<file path="config.mk">
export PLATFORM = sky130hd
export DESIGN_NAME = uart_byte_avg_filter
export DESIGN_NICKNAME = d
export VERILOG_FILES = /design/src/rtl/uart_byte_avg_filter.sv
export SDC_FILE = /design/constraint.sdc
export NUM_CORES = 1
export LEC_CHECK = 0
export CAP_MARGIN = 20
export CORE_AREA = 5 5 101 173
export DETAILED_ROUTE_END_ITERATION = 16
export DIE_AREA = 0 0 106 178
export SYNTH_ARGS = -nofsm -noshare
export SYNTH_HDL_FRONTEND = slang
export SYNTH_SLANG_ARGS = --single-unit
export TNS_END_PERCENT = 5
</file>
<file path="constraint.sdc">
create_clock -name CLOCK_50 -period 4.9 [get_ports CLOCK_50]
set_input_delay 0.98 -clock CLOCK_50 [delete_from_list [all_inputs] [get_ports CLOCK_50]]
set_output_delay 0.98 -clock CLOCK_50 [all_outputs]
set_load 0.02 [all_outputs]
</file>
<file path="src/rtl/uart_byte_avg_filter.sv">
// uart_byte_avg_filter: 8-sample sliding-window average of UART bytes
// with truncating divide, drop of out-of-range samples and hysteresis alarm.
module uart_byte_avg_filter #(
  parameter int WIN_LOG2  = 3,
  parameter int MAX_VALID = 200,
  parameter int THRESH_HI = 150,
  parameter int THRESH_LO = 100
) (
  input  logic              CLOCK_50,
  input  logic              reset_n,
  input  logic [7:0]        in_data,
  input  logic              in_valid,
  input  logic              flush,
  output logic [7:0]        avg_out,
  output logic              avg_valid,
  output logic              alarm,
  output logic              dropped,
  output logic [WIN_LOG2:0] fill_level
);

  localparam int DEPTH = 1 << WIN_LOG2;
  localparam int SW    = 8 + WIN_LOG2;
  localparam int CW    = WIN_LOG2 + 1;

  localparam logic [CW-1:0] FULL = CW'(DEPTH);
  localparam logic [7:0]    MAXV = 8'(MAX_VALID);
  localparam logic [7:0]    HI   = 8'(THRESH_HI);
  localparam logic [7:0]    LO   = 8'(THRESH_LO);

  logic [7:0]          ring [DEPTH];
  logic [WIN_LOG2-1:0] wr_ptr;
  logic [SW-1:0]       sum;
  logic [CW-1:0]       count;
  logic                upd_pend;

  logic          accept;
  logic          reject;
  logic          full;
  logic [7:0]    oldest;
  logic [7:0]    avg_next;
  logic [SW-1:0] sum_next;

  assign accept     = in_valid && (in_data <= MAXV) && !flush;
  assign reject     = in_valid && (in_data > MAXV) && !flush;
  assign full       = (count == FULL);
  assign oldest     = full ? ring[wr_ptr] : 8'd0;
  assign sum_next   = sum + SW'(in_data) - SW'(oldest);
  assign avg_next   = sum[SW-1:WIN_LOG2];
  assign fill_level = count;

  // Only slots already written are ever read back, so no reset needed.
  always_ff @(posedge CLOCK_50) begin
    if (accept) ring[wr_ptr] <= in_data;
  end

  always_ff @(posedge CLOCK_50 or negedge reset_n) begin
    if (!reset_n) begin
      wr_ptr    <= '0;
      sum       <= '0;
      count     <= '0;
      upd_pend  <= 1'b0;
      avg_out   <= 8'd0;
      avg_valid <= 1'b0;
      alarm     <= 1'b0;
      dropped   <= 1'b0;
    end else begin
      dropped  <= reject;
      upd_pend <= accept;

      if (flush) begin
        wr_ptr <= '0;
        sum    <= '0;
        count  <= '0;
      end else if (accept) begin
        wr_ptr <= wr_ptr + 1'b1;
        sum    <= sum_next;
        if (!full) count <= count + 1'b1;
      end

      // A flush also kills the update of the sample accepted just before it.
      if (upd_pend && full && !flush) begin
        avg_out   <= avg_next;
        avg_valid <= 1'b1;
        unique case (1'b1)
          avg_next >= HI: alarm <= 1'b1;
          avg_next <= LO: alarm <= 1'b0;
          default:        ;
        endcase
      end else begin
        avg_valid <= 1'b0;
      end
    end
  end

endmodule

</file>
==> results of run 1 <==
worst reg2reg max path: stages, from the launching register on:
cell      delay [ns]
dfrtp_1         0.95
mux4_2          0.60
mux2i_1         0.15
nor2_1          0.07
fa_1            0.48
inv_1           0.04
ha_1            0.32
nor2b_1         0.17
o31ai_1         0.53
a21oi_1         0.18
o21ai_0         0.21
o311ai_1        0.14
cell type report:
cell class,instances,area share (%)
clock buffers,10,4.21
clock inverters,6,1.43
inverters,37,2.56
multi-input cells,214,32.2
flip-flops and latches,94,49.2
well taps,189,4.35
repair buffers,35,6.03
metrics by stage:
| stage | total power, mW | hold WS [ns] |
|---|---|---|
| after CTS | 2.00 | 0.515 |
| after detailed placement | 1.28 | 0.499 |
| after global placement | 1.27 | 0.495 |
| after floorplan | 1.18 | 0.483 |
| after global routing | 2.08 | 0.526 |
| final | 1.98 | 0.505 |
Yosys cell counts, types with 5 or more instances:
| cell | number |
|---|---|
| ha_1 | 18 |
| mux2i_1 | 10 |
| a22oi_1 | 6 |
| dfrtp_1 | 30 |
| fa_1 | 8 |
| o21ai_0 | 7 |
| a21oi_1 | 18 |
| mux2_2 | 14 |
| mux4_2 | 8 |
| nor3_1 | 6 |
| inv_1 | 37 |
| a31oi_1 | 5 |
| nand3b_1 | 6 |
| nand3_1 | 6 |
| buf_2 | 9 |
| edfxtp_1 | 64 |
| nand2_1 | 19 |
| o21a_1 | 5 |
| nor2_1 | 26 |
power by group:
part / switching, mW / internal [mW]
combinational: 0.199 / 0.152
clock: 0.310 / 0.406
sequential: 0.0343 / 0.878
total: 0.543 / 1.43
state kept, by name, summed over array words and instances (netlist names):
name / flops
ring: 64
sum: 11
avg_out: 8
fill_level: 4
wr_ptr: 3
alarm: 1
avg_valid: 1
dropped: 1
upd_pend: 1
per-layer routing:
| layer | up-vias | track usage (%) | share of wire [%] |
|---|---|---|---|
| met2 | 51 | 22.2 | 58 |
| met3 | 15 | 1.67 | 2.5 |
| li1 | 1366 | - | - |
| met1 | 1429 | 11.4 | 37 |
| met4 | 0 | 4.75 | 2.2 |
| met5 | - | 0 | 0 |
path summary, 6_finish.rpt:
path,endpoint,startpoint,cells past startpoint,slack (ns)
worst max-delay path,sum[10],wr_ptr[0],11,0.90
min in group asynchronous,sum[3],reset_n,2,1.04
worst min register to register,avg_out[1],avg_out[1],1,0.51
worst min-delay path,avg_out[1],avg_out[1],1,0.51
worst max register to register,sum[10],wr_ptr[0],11,0.90
max in group asynchronous,avg_out[2],reset_n,2,3.57
logic make-up (layout without fill, tap and decap cells):
logic type	Yosys count	count (layout)	synth area share [%]
AO/OA/AOI/OAI	65	65	9.42
XOR/XNOR	6	6	1.13
adder cells (fa/ha/maj)	26	26	8.29
buffers and inverters	52	88	4.85
flip-flops	94	94	57.5
multiplexers	32	32	9.42
AND/OR/NAND/NOR	85	85	9.39
==> reports/results.txt, run 1 <==
Die Y = 178 um
Post-synth EDFFs = 64
Cell Area, Placed = 5130 um2
I/O pins = 27
Post-CTS setup buffers = 0
Layout area overhead = 16.9%
Crit-path leading delay family = compound AO/OA/AOI/OAI gates
DR pass1 iterations = 4
Worst skew pair latency = 0.34 ns
RSZ-0062 raised after global routing = no
Multi-input logic area = 1750 um2
Share of the yosys chip area belonging to registers = 57.5%
Area leader, netlist = edfxtp_1
First-pass GRT wire length = 16300 um
PnR worst setup slack = 0.900 ns
Vias = 2861
Post-Syn Area = 4650 um2
Most frequent cells in the layout = 64 x edfxtp_1, 37 x inv_1, 30 x dfrtp_1
Die width = 106 um
Initial drt markers = 132
Remaining global-route overflow = 0
Clock root cell = clkbuf_16
Fin crit period = 4.00 ns
GRT Resource Usage Total = 11.2%
Synth top area share = 41.3%
Syn Inst Count = 360
Async set-reset flop share out of synthesis = 31.9%
Hold_buf cts = 0
RD Place Congestion = 0.830
Hold Path Class = reg -> reg
Slew Limit Fails = 0
Nets = 429
Max Clock Freq = 250 MHz
CP peak stage delay = 0.95 ns
Number of global-route vias before repair = 3154
Maximum vdd drop = 0.000176 V
Primary FF master, synth = edfxtp_1
Routed Antenna Nets = 0
Status = finished clean
Final Setup Violations = 0
Netlist cell types = 50
CTS Sinks = 94
WL/cell = 17.0 um
CTS clk-pin slew, worst paths = 0.07 ns
Syn. warnings = 0
Initial antenna violation count = 0
Layout cells sized above 1 = 13.4%
Clk buf depth = 2
Port buffer count = 26
Crit path max-delay cell type = dfrtp_1
Placed cells = 569
Worst-margin pin slew = 0.929 ns
Fillers = 1574
Setup Crit Path Kind = reg -> reg
Power Density = 364 nW/um2
Die area = 18900 um2
Final Cell Area = 5430 um2
Worst path arrival time = 4.20 ns
Crit share post-route = 81.6%
Final std cells w/o fill = 585
Max Cap Viol = 0
Yosys reg bits = 94
Slew HR = 37.8%
Rows = 61
Antenna Diode Count = 0
Fin. Hold Viols = 0
CP endpoint kind = flop
Register Area = 2670 um2
Drt drc = 0
CP required = 5.10 ns
Starting Density = 29.3%
Post-DR vias/cell = 4.89
Clock Skews = 0.00920 ns
CP bufs+invs = 1
Num CTS Buffers = 9
Mapped Nets = 398
Commonest non-fill, non-tap cell in the layout = edfxtp_1
Startpoint Class = flop
Largest net degree at the start of global routing = 31
LEAKAGE = 2.05 nW
Final WL = 9930 um
H-tree depth = 3
Crit-path cells = mux4_2, mux2i_1, nor2_1, fa_1, inv_1, ha_1, nor2b_1, o31ai_1, a21oi_1, o21ai_0, o311ai_1
Dpl hpwl = 7510 um
Largest fanout on the critical path = 25
Final core utilization = 34.2%
CTS resizes = 0
Placement Setup Slack = 0.840 ns
Syn Area/Cell = 12.9 um2
Synth area leaders = edfxtp_1 41%, dfrtp_1 16%, ha_1 4.8%, mux4_2 3.9%, fa_1 3.4%
Core area = 15900 um2
CTS tree = built
Sum of negative setup slack = 0 ns
(Power assumes the default switching activity.)
==> run 2: changes to the inputs <==
- clock period: 4.9 -> 3.9 ns (I/O delays scaled with it)
==> reports/results.txt, run 2 (synthesized netlist as in run 1, its figures left out) <==
CTS tree = built (unchanged)
Startpoint Class = flop (unchanged)
CP endpoint kind = flop (unchanged)
DR pass1 iterations = 6 (was 4)
Sum of negative setup slack = 0 ns (unchanged)
CTS resizes = 0 (unchanged)
Clk buf depth = 2 (unchanged)
Setup Crit Path Kind = reg -> reg (unchanged)
Core area = 15900 um2 (unchanged)
Post-CTS setup buffers = 0 (unchanged)
Largest Register = ring (unchanged)
Vias = 2973 (was 2861)
Capture point of the worst reg-to-reg path = sum[8] (was sum[10])
Clock Skews = 0.00997 ns (was 0.00920 ns)
Max Cap Viol = 0 (unchanged)
Nets = 447 (was 429)
Largest fanout on the critical path = 13 (was 25)
Crit share post-route = 91.0% (was 81.6%)
Hold path endpoint = avg_out[0] (was avg_out[1])
Largest net degree at the start of global routing = 31 (unchanged)
Max Clock Freq = 282 MHz (was 250 MHz)
Dpl hpwl = 7830 um (was 7510 um)
Die width = 106 um (unchanged)
Layout area overhead = 19.6% (was 16.9%)
Hold_sp = avg_out[0] (was avg_out[1])
Die Y = 178 um (unchanged)
Hold_buf cts = 0 (unchanged)
Worst R2R Path Depth = 12 (was 11)
Power Density = 444 nW/um2 (was 364 nW/um2)
Slew HR = 48.3% (was 37.8%)
Final WL = 10400 um (was 9930 um)
Number of flip-flops in the largest register = 64 (unchanged)
Final core utilization = 35.0% (was 34.2%)
Drt drc = 0 (unchanged)
Slew Limit Fails = 0 (unchanged)
Clock root cell = clkbuf_16 (unchanged)
Most frequent cells in the layout = 64 x edfxtp_1, 37 x inv_1, 30 x dfrtp_1 (unchanged)
I/O pins = 27 (unchanged)
Reg2reg start = wr_ptr[0] (unchanged)
Register Area = 2670 um2 (unchanged)
Fin. Hold Viols = 0 (unchanged)
Starting Density = 29.3% (unchanged)
Hold Path Class = reg -> reg (unchanged)
Initial antenna violation count = 0 (unchanged)
First-pass GRT wire length = 16500 um (was 16300 um)
Number of global-route vias before repair = 3086 (was 3154)
Placed cells = 587 (was 569)
Final Setup Violations = 0 (unchanged)
CP required = 4.13 ns (was 5.10 ns)
Post-DR vias/cell = 4.93 (was 4.89)
Worst path arrival time = 3.78 ns (was 4.20 ns)
Num CTS Buffers = 9 (unchanged)
Port buffer count = 26 (unchanged)
CP Launch Point = wr_ptr[0] (unchanged)
Fillers = 1548 (was 1574)
RSZ-0062 raised after global routing = no (unchanged)
Multi-input logic area = 1750 um2 (unchanged)
LEAKAGE = 2.14 nW (was 2.05 nW)
Layout cells sized above 1 = 17.4% (was 13.4%)
RD Place Congestion = 0.852 (was 0.830)
Initial drt markers = 127 (was 132)
Fin crit period = 3.55 ns (was 4.00 ns)
WL/cell = 17.2 um (was 17.0 um)
GRT Resource Usage Total = 11.5% (was 11.2%)
Status = finished clean (unchanged)
Antenna Diode Count = 0 (unchanged)
Remaining global-route overflow = 0 (unchanged)
Worst skew pair latency = 0.35 ns (was 0.34 ns)
Die area = 18900 um2 (unchanged)
CTS Sinks = 94 (unchanged)
R2r setup slk = 0.35 ns (was 0.90 ns)
Rows = 61 (unchanged)
Final std cells w/o fill = 603 (was 585)
H-tree depth = 3 (unchanged)
Commonest non-fill, non-tap cell in the layout = edfxtp_1 (unchanged)
Routed Antenna Nets = 0 (unchanged)
Worst-margin pin slew = 0.773 ns (was 0.929 ns)
CTS clk-pin slew, worst paths = 0.07 ns (about the same)
Largest regs = ring x64, sum x11, avg_out x8 (unchanged)
Maximum vdd drop = 0.000176 V (about the same)
Hold depth = 1 (unchanged)
[run 2: metal layers]
metal | track usage (%) | up-vias | wire [um]
li1 | - | 1405 | -
met1 | 11.9 | 1499 | 3920
met2 | 22.2 | 53 | 5900
met3 | 1.92 | 16 | 274
met4 | 5.29 | 0 | 264
met5 | 0 | - | 0
[run 2: power by group]
group	total [mW]	switching, mW	internal, mW
combinational	0.463	0.259	0.204
clock	0.869	0.416	0.454
sequential	1.14	0.0359	1.10
total	2.47	0.711	1.76
[run 2: cell type report]
cell class,count,share of cell area (%)
sequential,94,48.1
multi-input combinational,214,31.5
timing repair buffer,53,8.33
tap,189,4.25
clock buffer,9,4.05
inverter,37,2.50
clock inverter,7,1.31
[run 2: stage by stage]
step	setup slack (ns)	hold WS, ns	area (um2)	power, mW
finish	0.349	0.506	5560	2.47
global route	0.107	0.527	5560	2.59
CTS	0.327	0.515	5560	2.50
detailed placement	0.192	0.499	5260	1.63
global placement	0.311	0.493	5260	1.61
floorplan	0.545	0.483	4650	1.48
[run 2: worst max path at each step]
| stage | endpoint | slack [ns] |
|---|---|---|
| after global placement | ring[2][7] | 0.31 |
| after global routing | sum[8] | 0.11 |
| final | sum[8] | 0.35 |
| after detailed placement | sum[8] | 0.19 |
| after CTS | sum[8] | 0.33 |
| after floorplan | sum[5] | 0.54 |
[run 2: worst max-delay path: stages, from the launching register on]
cell and delay, ns:
dfrtp_1 0.62, buf_4 0.22, mux4_2 0.49, mux2i_1 0.18, nor2_1 0.07, fa_1 0.49, inv_1 0.04, ha_1 0.33
nor2b_1 0.18, o31ai_1 0.24, buf_4 0.18, a21oi_1 0.08, o311ai_0 0.33
